<file path="config.mk">
export PLATFORM = sky130hd
export DESIGN_NAME = alu_mp_sequencer
export DESIGN_NICKNAME = d
export VERILOG_FILES = /design/src/rtl/alu_mp_sequencer.sv
export SDC_FILE = /design/constraint.sdc
export NUM_CORES = 1
export LEC_CHECK = 0
export ABC_CLOCK_PERIOD_IN_PS = 3900
export BUFFER_PORTS_ARGS = -buffer_cell sky130_fd_sc_hd__buf_2
export CORE_MARGIN = 2
export CORE_UTILIZATION = 57
export CTS_BUF_LIST = sky130_fd_sc_hd__clkbuf_2
export DETAILED_ROUTE_END_ITERATION = 10
export GPL_ROUTABILITY_DRIVEN = 0
export PLACE_DENSITY = 0.94
export SLEW_MARGIN = 20
export SYNTH_ARGS = -nofsm -noshare
export SYNTH_HDL_FRONTEND = slang
export SYNTH_SLANG_ARGS = --single-unit
</file>
<file path="constraint.sdc">
create_clock -name clk -period 3.9 [get_ports clk]
set_clock_uncertainty 0.1 [all_clocks]
set_input_delay 0.78 -clock clk [delete_from_list [all_inputs] [get_ports clk]]
set_output_delay 0.78 -clock clk [all_outputs]
set_load 0.01 [all_outputs]
</file>
<file path="src/rtl/alu_mp_sequencer.sv">
// alu_mp_sequencer: drives a shared 8-bit combinational ALU one byte at a time,
// LSB first, to carry out an NBYTES-wide operation. The carry or borrow is
// chained between bytes, the zero flag is accumulated, and the wide result is
// assembled from the byte results.
module alu_mp_sequencer #(
    parameter int NBYTES = 4,
    localparam int W = 8 * NBYTES
) (
    input  logic         clk,
    input  logic         rst,
    input  logic         start,
    input  logic [2:0]   op,
    input  logic [W-1:0] a_in,
    input  logic [W-1:0] b_in,
    input  logic         carry_in,
    output logic         busy,
    output logic         done,
    output logic [W-1:0] result,
    output logic         carry_out,
    output logic         zero,
    output logic [7:0]   alu_a,
    output logic [7:0]   alu_b,
    output logic [2:0]   alu_fn,
    output logic         alu_cin,
    input  logic [7:0]   alu_out,
    input  logic         alu_c,
    input  logic         alu_z
);

    localparam int IW = (NBYTES > 1) ? $clog2(NBYTES) : 1;
    localparam logic [IW-1:0] LAST = IW'(NBYTES - 1);

    typedef enum logic [2:0] {
        OP_ADD  = 3'd0,
        OP_ADDC = 3'd1,
        OP_SUB  = 3'd2,
        OP_SUBC = 3'd3,
        OP_AND  = 3'd4,
        OP_OR   = 3'd5,
        OP_XOR  = 3'd6,
        OP_MASK = 3'd7
    } op_t;

    typedef enum logic [1:0] {
        S_IDLE = 2'd0,
        S_RUN  = 2'd1,
        S_DONE = 2'd2
    } state_t;

    state_t                   state;
    logic [IW-1:0]            idx;
    logic [NBYTES-1:0][7:0]   a_q;
    logic [NBYTES-1:0][7:0]   b_q;
    logic [NBYTES-1:0][7:0]   res_q;
    logic [2:0]               op_q;
    logic                     cin_q;
    logic                     cy;

    assign result = res_q;

    // ALU drive: idle values outside RUN; during RUN, select the current byte
    // and promote ADD/SUB to their carry-chaining forms above the LSB.
    always_comb begin
        alu_a   = 8'd0;
        alu_b   = 8'd0;
        alu_fn  = 3'd0;
        alu_cin = 1'b0;
        if (state == S_RUN) begin
            alu_a = a_q[idx];
            alu_b = b_q[idx];
            if (idx == '0) begin
                alu_fn  = op_q;
                alu_cin = (op_q == OP_ADDC || op_q == OP_SUBC) ? cin_q : 1'b0;
            end else begin
                case (op_q)
                    OP_ADD:  alu_fn = OP_ADDC;
                    OP_SUB:  alu_fn = OP_SUBC;
                    default: alu_fn = op_q;
                endcase
                alu_cin = cy;
            end
        end
    end

    // Sequencer FSM: accept in IDLE, one byte per RUN cycle, one-cycle DONE pulse.
    always_ff @(posedge clk) begin
        if (rst) begin
            state     <= S_IDLE;
            idx       <= '0;
            busy      <= 1'b0;
            done      <= 1'b0;
            res_q     <= '0;
            carry_out <= 1'b0;
            zero      <= 1'b0;
            cy        <= 1'b0;
            a_q       <= '0;
            b_q       <= '0;
            op_q      <= 3'd0;
            cin_q     <= 1'b0;
        end else begin
            case (state)
                S_IDLE: begin
                    done <= 1'b0;
                    if (start) begin
                        a_q   <= a_in;
                        b_q   <= b_in;
                        op_q  <= op;
                        cin_q <= carry_in;
                        idx   <= '0;
                        busy  <= 1'b1;
                        state <= S_RUN;
                    end
                end
                S_RUN: begin
                    res_q[idx] <= alu_out;
                    cy         <= alu_c;
                    zero       <= (idx == '0) ? alu_z : (zero & alu_z);
                    if (idx == LAST) begin
                        carry_out <= alu_c;
                        busy      <= 1'b0;
                        done      <= 1'b1;
                        state     <= S_DONE;
                    end else begin
                        idx <= idx + IW'(1);
                    end
                end
                S_DONE: begin
                    // start here is dropped; the requester must retry in IDLE
                    done  <= 1'b0;
                    idx   <= '0;
                    state <= S_IDLE;
                end
                default: begin
                    state <= S_IDLE;
                end
            endcase
        end
    end

endmodule
</file>
* Word level (Yosys, flattened, before mapping)
Index checks and enable logic that the tools add are counted.
** Cells by class
- $add $sub $neg :: 1
- Multipliers :: 0
- Div/mod/pow operators :: 0
- $lt $le $gt $ge :: 2
- Equality and inequality tests :: 9
- Shift operators :: 0
- Mux-type cells :: 27
- Bitwise logic cells :: 1
- Reductions and logical operators :: 15
** Operators with widths (count)
- 8-bit 2-to-1 mux :: 5
- 8-bit binary-select mux with 2-bit select :: 2
- 32-bit bitwise mux :: 1
- 8-bit demux with 2-bit select :: 1
- 2-bit 2-to-1 mux :: 4
- 2-bit AND reduction :: 4
- 1-bit 2-to-1 mux :: 7
- 3-bit by 2-bit equality test with 1-bit output, second input constant :: 2
- 3-bit 2-to-1 mux :: 2
- 2-bit case mux with 3 select lines :: 1
- 3-bit case mux with 2 select lines :: 1
- 3-bit AND reduction :: 2
- 2-bit equality test, second input constant :: 2
- 2-bit logical NOT :: 2
- 2-bit != test, second input constant :: 2
- 1-bit case mux with 2 select lines :: 2
- 2-bit case mux with 2 select lines :: 1
- 2-bit nonzero test :: 2
- 3-bit by 1-bit equality test with 1-bit output, second input constant :: 1
- 3-bit logical NOT :: 1
- 2-bit by 3-bit < comparator with 1-bit output, second input constant :: 1
- 3-bit nonzero test :: 1
- 2-bit by 1-bit adder with 2-bit output, second input constant :: 1
- 2-bit by 1-bit equality test with 1-bit output, second input constant :: 1
- 6 further kinds :: 6
** Word-level totals
- Register bits :: 109
- Latch bits :: 0
- RAM bits :: 0
- Bits in read-only memories :: 0
- Input port bits :: 81
- Output and inout bits :: 56
- Word-level logic and storage cells :: 76
- Memories :: 0

* Depth between registers and ports, before layout
- Depth in word-level cells :: 5
- Depth in mapped cells :: 8
- Mapped depth without buffers :: 5

* Worst setup path before layout
Ideal clock, no wire load.
- Path type :: register to output
- Start point :: register idx[1]
- End point :: output alu_cin
- Data arrival time :: 1.552 ns
- Path slack :: 1.468 ns
- Cell stages (with the launch flop) :: 8
- Buffers on the path :: 3
- Path through :: dfxtp_1 -> buf_2 -> buf_2 -> inv_1 -> ha_1 -> clkbuf_1 -> nand4b_1 -> a21oi_1
** Between the ends
- Longest elaborated chain between the ends :: 3
** Ends and longest elaborated chain
- start: declaration :: RTL line 51 : logic [IW-1:0] idx;
- start signal: assignment :: RTL line 124 : idx <= idx + IW'(1);
- 2-bit logical NOT :: RTL line 71 : if (idx == '0) begin
- 1-bit 2-to-1 mux :: RTL line 71
- 1-bit 2-to-1 mux :: RTL line 68 : if (state == S_RUN) begin
- end: declaration :: RTL line 24 : output logic alu_cin,
No other way between the ends.

* Final worst setup path
- Start point :: register idx[0]
- End point :: output alu_b[4]
** Between the ends
- Longest elaborated chain between the ends :: 3
** Ends and longest elaborated chain
- 8-bit binary-select mux with 2-bit select :: RTL line 70 : alu_b = b_q[idx];
- 8-bit 2-to-1 mux (not written as such) :: RTL line 70
- 8-bit 2-to-1 mux :: RTL line 68
- end: declaration :: RTL line 22 : output logic [7:0] alu_b,
No other way between the ends. The select of a mux whose other input is x is not followed.

==> results.toml <==
[run_status]
status = "completed"

[global_routing]
grt_pass1_vias = 3834
grt_max_degree = 110
overflow = 0
antenna_found_initial = 1
gr-usage-all-layers_pct = 25.5
grt_pass1_wl_um = 17500

[cts]
postCtsSetupRepairBufs = 0
cts_htree_levels = 3
clock_sinks = 109
clk_pin_slew_ns = 0.27
cts-resized-gates = 0
cts_root_buf = "clkbuf_2"
cts_hold_buf = 0
clock_latency_ns = 0.55
cts_max_path_buffers = 2
numCtsBuffers = 9
cts_tree = "built"

[routing]
vias_per_cell = 5.48
drc = 0
wl_per_cell_um = 14.8
firstDrtPassIters = 5
drt-total-wl_um = 11100
vias = 4101
ant_nets = 0
drtIter0Drc = 183

[cells_and_area]
layout_commonest_cell = "nand2_1"
fillers = 653
final_nets = 727
design_area_um2 = 5230
layout_common_cells = "nand2_1 (173), buf_2 (135), dfxtp_1 (109), a21oi_1 (108), nand3_1 (33)"
layout-drive-gt1-share_pct = 26.8
syn2layout_area_growth_pct = 16.0
multi_input_area_um2 = 2050
seqCellArea_um2 = 2180

[logic_synthesis]
yosysUniqueCellTypes = 24
yosys_warnings = 0
netlist_area_um2 = 4510
syn_nets = 618
syn_area_per_cell_um2 = 8.46
syn_inst = 533
ys_ff_latch = 109
ys_seq_area_share_pct = 48.4

[timing]
setup_viol = 0
finalSetupTns_ns = 0
fin_crit_sh_pct = 82.2
hold_viol = 0
fmax_ghz = 0.312
min_period_ns = 3.21
slew_viol_final = 0
tightest_slew_ns = 1.07
rsz0062_at_grt = "no"
relSlewSlack_pct = 29.0
hold_ws_ns = 0.310

[place]
buffer_ports.inserted = 136
placedInstanceArea_um2 = 5100
dp_hpwl_um = 7640

[setup_path]
crit_slowest_cell = "dfxtp_1"
startpoint_type = "flop"
startpoint = "idx[0]"
reg2reg_from = "idx[0]"
worstPathRequired_ns = 3.02
cpPeakStageDelay_ns = 0.56
end_kind = "primary output"
crit_arrival_ns = 2.33
crit_family = "flip-flops"
critical_path.cell_chain = "buf_4 -> mux4_2 -> and2_1 -> buf_2"
crit_buf_inv = 2
worstPathMaxFanout = 15
crit_type = "reg -> out"

[hold_path]
hold_path_class = "in -> reg"
worstHoldStart = "a_in[5]"

[power]
p_leak_nw = 2.19
peakVddDrop_uv = 316
powerDensity_nw_per_um2 = 387

[die]
ios = 137
fp.dieArea_um2 = 8630
die_h_um = 92.9
rows = 32
fp.dieW_um = 92.9
core_um2 = 7690
initial_core_util_pct = 58.6

[job]
drv_cap = 0
==> final cells by class <==
| class | instances | area share (%) |
|---|---|---|
| Antenna cell | 1 | 0.0479 |
| Timing Repair Buffer | 142 | 13.9 |
| Tap cell | 102 | 2.44 |
| Inverter | 3 | 0.215 |
| Clock inverter | 6 | 1.51 |
| Sequential cell | 109 | 41.7 |
| Multi-Input combinational cell | 377 | 39.3 |
| Clock buffer | 9 | 0.861 |
==> worst paths after layout <==
check	endpoint	slack [ns]	cells after the start
max	alu_b[4]	0.69	4
min	a_q[5]	0.31	3
max reg2reg	busy	1.46	5
min reg2reg	result[23]	0.37	2
==> power breakdown <==
part | switching [mW] | internal (mW)
Clock | 0.346 | 0.202
Sequential | 0.0324 | 1.17
Combinational | 0.158 | 0.114
Total | 0.536 | 1.49
==> worst register-to-register path: stages, from the launching register on <==
cell	delay [ns]
dfxtp_1	0.56
buf_4	0.38
ha_1	0.54
nand3b_1	0.44
a21oi_1	0.27
nor2_1	0.05
==> routing by layer <==
| metal | GRT usage (%) | part of all wire [%] | up-vias |
|---|---|---|---|
| met2 | 43.1 | 51 | 164 |
| met4 | 13.4 | 3.7 | 0 |
| met1 | 31.4 | 40 | 1901 |
| met3 | 3.82 | 5.2 | 39 |
| li1 | - | - | 1997 |
| met5 | 0 | 0 | - |
==> stage by stage <==
step	std cells	setup slack (ns)	total power [mW]	util, %
6_report	749	0.694	2.02	68.0
5_1_grt	749	0.487	2.11	68.0
4_1_cts	748	0.624	2.03	68.0
3_5_place_dp	733	1.27	1.50	66.4
3_3_place_gp	733	1.34	1.48	66.4
2_1_floorplan	533	1.47	1.41	-
==> flip-flops by register name, indices dropped and copies added, names as in the netlist <==
name	flops
done	1
idx	2
carry_out	1
zero	1
cin_q	1
cy	1
op_q	3
b_q	32
state	2
busy	1
a_q	32
result	32
==> cell families after synthesis <==
family          after synthesis  share of synthesized area, %
fa+ha+maj                     4                          1.11
compound gates              111                          12.5
mux                          16                          8.00
buf+inv                      47                          6.19
simple gates                246                          23.8
flops                       109                          48.4
==> synth_stat cells (all sizes together) <==
master	n	area (µm²)
inv	3	11.3
a31oi	1	6.26
clkbuf	16	60.1
and2	18	113
buf	28	208
nor3b	1	18.8
nor3	1	5.00
mux4	16	360
nand3	33	165
nand2	173	649
nand2b	2	12.5
a211oi	1	7.51
nor2	8	30.0
o21a	1	7.51
nand3b	4	30.0
a21oi	108	541
dfxtp	109	2180
ha	4	50.1
nor4b	3	26.3
nand4b	1	8.76
nor2b	1	6.26
or3b	1	8.76
Power figures use the tool's default switching activity.
